### src/rtl/ws2811_serializer.sv
// ws2811_serializer: shifts 24-bit colour words MSB-first onto a WS2811
// data line as duty-coded bits, requests one word per LED from the
// upstream provider and closes each frame with a latch (reset) period.
//
// Handshake with the provider: there is no valid/ready pair. The provider
// must hold a valid word on rgb at all times. rgb is sampled only on a
// capture edge. The cycle after each capture edge advance is high for
// exactly one cycle, meaning "word taken, present the next one". The
// provider then has one full LED time to update rgb before the next
// capture.
module ws2811_serializer #(
  parameter int NUM_LEDS     = 200,
  parameter int BIT_PERIOD   = 63,
  parameter int T0H          = 13,
  parameter int T1H          = 30,
  parameter int RESET_CYCLES = 2600
) (
  input  logic        clock,
  input  logic        reset,
  input  logic        enable,
  input  logic [23:0] rgb,
  output logic        advance,
  output logic        serial_reset,
  output logic        dout,
  output logic        busy,
  output logic        frame_done
);

  // Each counter is just wide enough for its terminal value.
  localparam int PW = $clog2(BIT_PERIOD);
  localparam int LW = (NUM_LEDS > 1) ? $clog2(NUM_LEDS) : 1;
  localparam int RW = (RESET_CYCLES > 1) ? $clog2(RESET_CYCLES) : 1;

  localparam logic [PW-1:0] PHASE_LAST = PW'(BIT_PERIOD - 1);
  localparam logic [PW-1:0] T0H_W      = PW'(T0H);
  localparam logic [PW-1:0] T1H_W      = PW'(T1H);
  localparam logic [LW-1:0] LED_LAST   = LW'(NUM_LEDS - 1);
  localparam logic [RW-1:0] LATCH_LAST = RW'(RESET_CYCLES - 1);
  localparam logic [4:0]    BIT_LAST   = 5'd23;

  typedef enum logic [1:0] {
    IDLE  = 2'd0,
    SEND  = 2'd1,
    LATCH = 2'd2
  } state_t;

  state_t        state, state_n;
  logic [23:0]   shift, shift_n;
  logic [4:0]    bit_idx, bit_idx_n;
  logic [PW-1:0] phase, phase_n;
  logic [LW-1:0] led_cnt, led_cnt_n;
  logic [RW-1:0] latch_cnt, latch_cnt_n;
  logic          capture;

  logic dout_n, advance_n, serial_reset_n, busy_n, frame_done_n;

  // Next-state logic: bit/phase/LED sequencing, latch timing, word capture.
  always_comb begin
    state_n     = state;
    shift_n     = shift;
    bit_idx_n   = bit_idx;
    phase_n     = phase;
    led_cnt_n   = led_cnt;
    latch_cnt_n = latch_cnt;
    capture     = 1'b0;

    case (state)
      IDLE: begin
        if (enable) begin
          state_n   = SEND;
          capture   = 1'b1;
          led_cnt_n = '0;
        end
      end
      SEND: begin
        if (phase == PHASE_LAST) begin
          if (bit_idx == BIT_LAST) begin
            if (led_cnt == LED_LAST) begin
              state_n     = LATCH;
              latch_cnt_n = '0;
            end else begin
              led_cnt_n = led_cnt + 1'b1;
              capture   = 1'b1;
            end
          end else begin
            shift_n   = {shift[22:0], 1'b0};
            bit_idx_n = bit_idx + 1'b1;
            phase_n   = '0;
          end
        end else begin
          phase_n = phase + 1'b1;
        end
      end
      LATCH: begin
        // enable only matters here, at the end of the latch period.
        if (latch_cnt == LATCH_LAST) begin
          if (enable) begin
            state_n   = SEND;
            capture   = 1'b1;
            led_cnt_n = '0;
          end else begin
            state_n = IDLE;
          end
        end else begin
          latch_cnt_n = latch_cnt + 1'b1;
        end
      end
      default: state_n = IDLE;
    endcase

    // A capture loads the next word and restarts the bit timing, so the
    // first high cycle of its MSB follows the capture edge directly.
    if (capture) begin
      shift_n   = rgb;
      bit_idx_n = '0;
      phase_n   = '0;
    end
  end

  // Output values for the next cycle, derived from the next state so every
  // output can be registered without an extra cycle of latency.
  always_comb begin
    dout_n         = (state_n == SEND) &&
                     (phase_n < (shift_n[23] ? T1H_W : T0H_W));
    advance_n      = capture;
    serial_reset_n = (state_n == LATCH);
    frame_done_n   = (state_n == LATCH) && (latch_cnt_n == LATCH_LAST);
    busy_n         = (state_n != IDLE);
  end

  // State, counters and registered outputs; reset aborts any frame at once.
  always_ff @(posedge clock) begin
    if (reset) begin
      state        <= IDLE;
      shift        <= '0;
      bit_idx      <= '0;
      phase        <= '0;
      led_cnt      <= '0;
      latch_cnt    <= '0;
      dout         <= 1'b0;
      advance      <= 1'b0;
      serial_reset <= 1'b0;
      busy         <= 1'b0;
      frame_done   <= 1'b0;
    end else begin
      state        <= state_n;
      shift        <= shift_n;
      bit_idx      <= bit_idx_n;
      phase        <= phase_n;
      led_cnt      <= led_cnt_n;
      latch_cnt    <= latch_cnt_n;
      dout         <= dout_n;
      advance      <= advance_n;
      serial_reset <= serial_reset_n;
      busy         <= busy_n;
      frame_done   <= frame_done_n;
    end
  end

endmodule
### config.mk
export PLATFORM = sky130hd
export DESIGN_NAME = ws2811_serializer
export DESIGN_NICKNAME = d
export VERILOG_FILES = /design/src/rtl/ws2811_serializer.sv
export SDC_FILE = /design/constraint.sdc
export NUM_CORES = 1
export LEC_CHECK = 0
export BUFFER_PORTS_ARGS = -buffer_cell sky130_fd_sc_hd__clkbuf_2
export CELL_PAD_IN_SITES_DETAIL_PLACEMENT = 1
export CELL_PAD_IN_SITES_GLOBAL_PLACEMENT = 1
export CORE_MARGIN = 3
export CORE_UTILIZATION = 30
export DETAILED_ROUTE_END_ITERATION = 10
export PLACE_DENSITY = 0.68
export SYNTH_ARGS = -nofsm -noshare
export SYNTH_HDL_FRONTEND = slang
export SYNTH_SLANG_ARGS = --single-unit
### constraint.sdc
create_clock -name clock -period 2.95 [get_ports clock]
set_clock_uncertainty 0.05 [all_clocks]
set_input_delay 0.1475 -clock clock [delete_from_list [all_inputs] [get_ports clock]]
set_output_delay 0.1475 -clock clock [all_outputs]
set_load 0.02 [all_outputs]
==> Flow_metrics.wiki <==
{| class="wikitable"
! Metric !! Value
|-
| Internal Pwr Total || 1719 uW
|-
| Hold wc startpoint || rgb[18]
|-
| Proportion of power drawn by combinational gates || 0.108
|-
| Worst path slowest cell || mux2_2
|-
| Top Family by Delay on Critical Path || multiplexers
|-
| Clock tree from TritonCTS || yes
|-
| Cells along the critical path || inv_1, ha_1, nand4_1, nor4_2, mux2_2, mux2i_1, ha_1, o21ai_0, o41ai_1, a211oi_1
|-
| Startpoint of the most critical register-to-register path || phase[0]$_SDFF_PP0_
|-
| Net switching power || 598.9 uW
|-
| Most used standard cells in the synthesized netlist || dfxtp_1 (62), nand2_1 (49), a21oi_1 (38)
|-
| Horizontal die dimension || 112.3 microns
|-
| Count of mapped cells out of synthesis || 412
|-
| Setup-failing EPs final || 0
|-
| Port buffer count || 31
|-
| Count of synthesis-stage warnings from yosys || 0
|-
| Root buffer cell || clkbuf_16
|-
| Drt initial violations || between 100 and 150
|-
| Arrival time reported for the critical path endpoint || 2.87 ns
|-
| Largest area contributor in the netlist || dfxtp_1
|-
| DRC violation count after routing || 0
|-
| R2r setup slk || 0.24 ns
|-
| HPWL after detailed placement || about 7 mm
|-
| Portion of synthesized cell area occupied by the leading cell type || 0.3663
|-
| Core Region || 10,940 sq um
|-
| Max-cap viol count || 0
|-
| Remaining number of nets flagged by the antenna check after routing || 0
|-
| Largest net degree at the start of global routing || 48
|-
| Fraction of layout cells with a size suffix above 1 || 0.1956
|-
| Critical path endpoint category || register
|-
| Buffers from clock root to sink, at most || 2
|-
| Result of the run || complete, no violations
|-
| Number of distinct library cell variants in the gate-level netlist after synthesis || 63
|-
| Asr flop ratio synth || 0
|-
| Cell Count, Final, Fillers Out || approximately 600
|-
| Max Transition Viols Final || 0
|-
| Leakage power || 0.001503 uW
|-
| Power share of the sequential group || 0.386
|-
| Setup TNS || 0 ns
|-
| Relative max-transition margin || 0.6001
|-
| Synthesized cell area || 3388 sq um
|-
| Clock edge transition at the registers on the reported setup and hold paths || 0.06 ns
|-
| Kind of critical path || reg2reg
|-
| Clock network latency to the later pin of the worst-skew pair || 0.34 ns
|-
| Clock Power Share || 0.505
|-
| Count of inserted antenna diode cells || 0
|-
| Synthesized netlist net count || between 400 and 500
|-
| Number of buffers added by the clock tree synthesis step || 9
|-
| H-tree levels || 3
|-
| Total routing usage reported by global routing || 0.1605
|-
| CP peak stage delay || ~0.40 ns
|-
| Transition time at the pin with the least slew margin || 0.5971 ns
|-
| Most used cell along the critical path || ha_1
|-
| Synthesis-stage register bit count || 62
|-
| Portion of the post-synthesis area used by sequential elements || 0.3663
|-
| Cell total after placement || 577
|-
| Setup crit start kind || register
|-
| Syn-to-layout area delta || 21.38%
|-
| Sw frac || 0.2584
|-
| Routability Congestion || 0.8334
|-
| Global-route congestion overflow total || 0
|-
| Final critical-path share of the clock period || 0.9203
|-
| Number of vias per cell || about 5.6
|-
| Hold-critical path endpoint || shift[18]$_SDFFE_PP0P_
|-
| Number of iterations in the first detailed-routing pass || 4
|-
| Number of buffer and inverter instances along the worst setup path || 1
|-
| Final net count || 488
|-
| RSZ-0062 raised after global routing || false
|-
| Number of sinks handled by clock tree synthesis || 62
|-
| Worst VDD drop || 0.0002103 V
|-
| Post-detailed-route wirelength per cell || ~17 microns
|-
| Count of flip-flops with a built-in enable after synthesis || 0
|-
| Count of cells along the worst register-to-register path || 10
|-
| Time the worst path needs with I/O delays and setup || 2.715 ns
|-
| Initial antenna violation count || 0
|-
| Aggregate routed wire length || roughly 10 mm
|-
| Crit Path Max Fanout || 6
|-
| Top-Level Pins || 32
|-
| WHS Path Cells || 3
|-
| Die area || around 13,000 sq um
|-
| First-pass GRT wire length || 16.67 mm
|-
| Most common cell in the netlist || dfxtp_1
|-
| Number of global-route vias before repair || 3,434
|-
| Synthesized area per cell || a little over 8 sq um
|-
| Row Count || 38
|-
| Required time worst endpoint || 3.10 ns
|-
| Number of failing hold endpoints at the final stage || 0
|-
| Cell Pwr Density || 563.7 nW/um^2
|-
| Vertical extent of the die || around 110 microns
|-
| Maximum clock frequency || 368.3 MHz
|-
| Worst hold-check path type || in2reg
|-
| Leading register cell type out of synthesis || dfxtp_1
|-
| Synth top area cells || dfxtp_1 (37%), a311oi_1 (5.7%), a21oi_1 (5.6%)
|-
| Via Count || between 3k and 4k
|-
| Effective utilization at floorplan || 0.3098
|-
| Worst flop-to-flop path endpoint || dout$_SDFF_PP0_
|}
[cell type report]
class | instances | area, sq um
clock buffer | 10 | 229.0
tap | 140 | 175.2
multi-input combinational | 313 | 2002
timing repair buffer | 54 | 332.8
sequential | 62 | 1241
inverter | 10 | 37.54
clock inverter | 6 | 95.09
fill | 1313 | 6823
[worst reg2reg max path, stage by stage, from the launching register on]
cell and delay (ns):
dfxtp_1 0.35, inv_1 0.09, ha_1 0.16, nand4_1 0.21, nor4_2 0.39, mux2_2 0.40
mux2i_1 0.20, ha_1 0.16, o21ai_0 0.07, o41ai_1 0.38, a211oi_1 0.12
[layer usage]
layer  share of wire  vias to the layer above  global-route usage  wire length (microns)
li1                -                     1617                   -                      -
met1            0.44                     1616              0.1946                   4404
met2            0.49                       77              0.2698                   4978
met3           0.038                       26             0.04097                    382
met4           0.029                        0             0.06811                    294
met5               0                        -                   0                      0
[metrics by stage]
stage                     cell area (sq um)  worst slack [ns]    util  power, uW  hold WS [ns]
final                                  4113            0.2351  0.3761       2318      0.002264
after floorplan                        3388            0.2086       -       1075        0.2493
after CTS                              4086            0.1271  0.3737       2336      0.001326
after global placement                 3752            0.3082  0.3431       1155        0.3413
after global routing                   4113           0.02341  0.3761       2411      0.006623
after detailed placement               3752            0.1482  0.3431       1162        0.3547
[worst max-delay path by stage]
stage / startpoint / end / slack [ns] / depth (start not counted)
2_1_floorplan: latch_cnt[0]$_SDFF_PP0_ / dout$_SDFF_PP0_ / 0.21 / 12
3_3_place_gp: phase[0]$_SDFF_PP0_ / dout$_SDFF_PP0_ / 0.31 / 11
4_1_cts: phase[0]$_SDFF_PP0_ / dout$_SDFF_PP0_ / 0.13 / 11
5_1_grt: led_cnt[2]$_SDFFE_PP0P_ / dout$_SDFF_PP0_ / 0.02 / 9
6_report: phase[0]$_SDFF_PP0_ / dout$_SDFF_PP0_ / 0.24 / 10
3_5_place_dp: phase[0]$_SDFF_PP0_ / dout$_SDFF_PP0_ / 0.15 / 11
[cell families after synthesis]
family | synth area share
adders and majority gates | 0.04062
DFF | 0.3663
buffers and inverters | 0.04948
and+or+nand+nor | 0.2784
xor gates and xnor gates | 0.02068
muxes | 0.01514
AOI/OAI and AO/OA | 0.2293
[repair_timing]
action,in CTS,in global routing
gates resized for setup,0,3
hold buffers,1,1
endpoints found under the setup margin,0,1
endpoints found under the hold margin,1,1
setup buffers,0,0
[registers in the layout, indices dropped and copies added (netlist names), 2 cells and up]
signal	count
bit_idx	5
latch_cnt	12
led_cnt	8
phase	6
shift	24
state	2
[cell usage in the layout (no fill, tap or decap), drive strengths merged, types with 3 or more instances in the layout]
cell	netlist	routed
dfxtp	62	62
nand2	49	49
clkbuf	21	41
a21oi	38	38
nand3	35	35
a311oi	22	22
nor2	22	22
buf	6	21
nor3	18	18
o21ai	12	12
nand4	11	11
ha	11	11
inv	10	11
xor2	7	7
or3	7	7
and3	7	7
nor2b	5	5
a22oi	4	4
mux2i	4	4
o21a	4	4
and2	4	4
a31oi	4	4
a211oi	4	4
nand4b	3	3
nor3b	3	3
and4	3	3
o211ai	3	3
a21o	3	3
clkinv	0	3
a221o	3	3
or2	3	3
[power by group through the flow]
stage               Combinational (uW)  Clock [uW]  Sequential (uW)
detailed placement                 249           0              913
finish                             251        1170              895
global route                       278        1230              900
floorplan                          160           0              915
CTS                                252        1190              895
global placement                   242           0              912
Note: power is estimated with default switching activity, not from simulation.
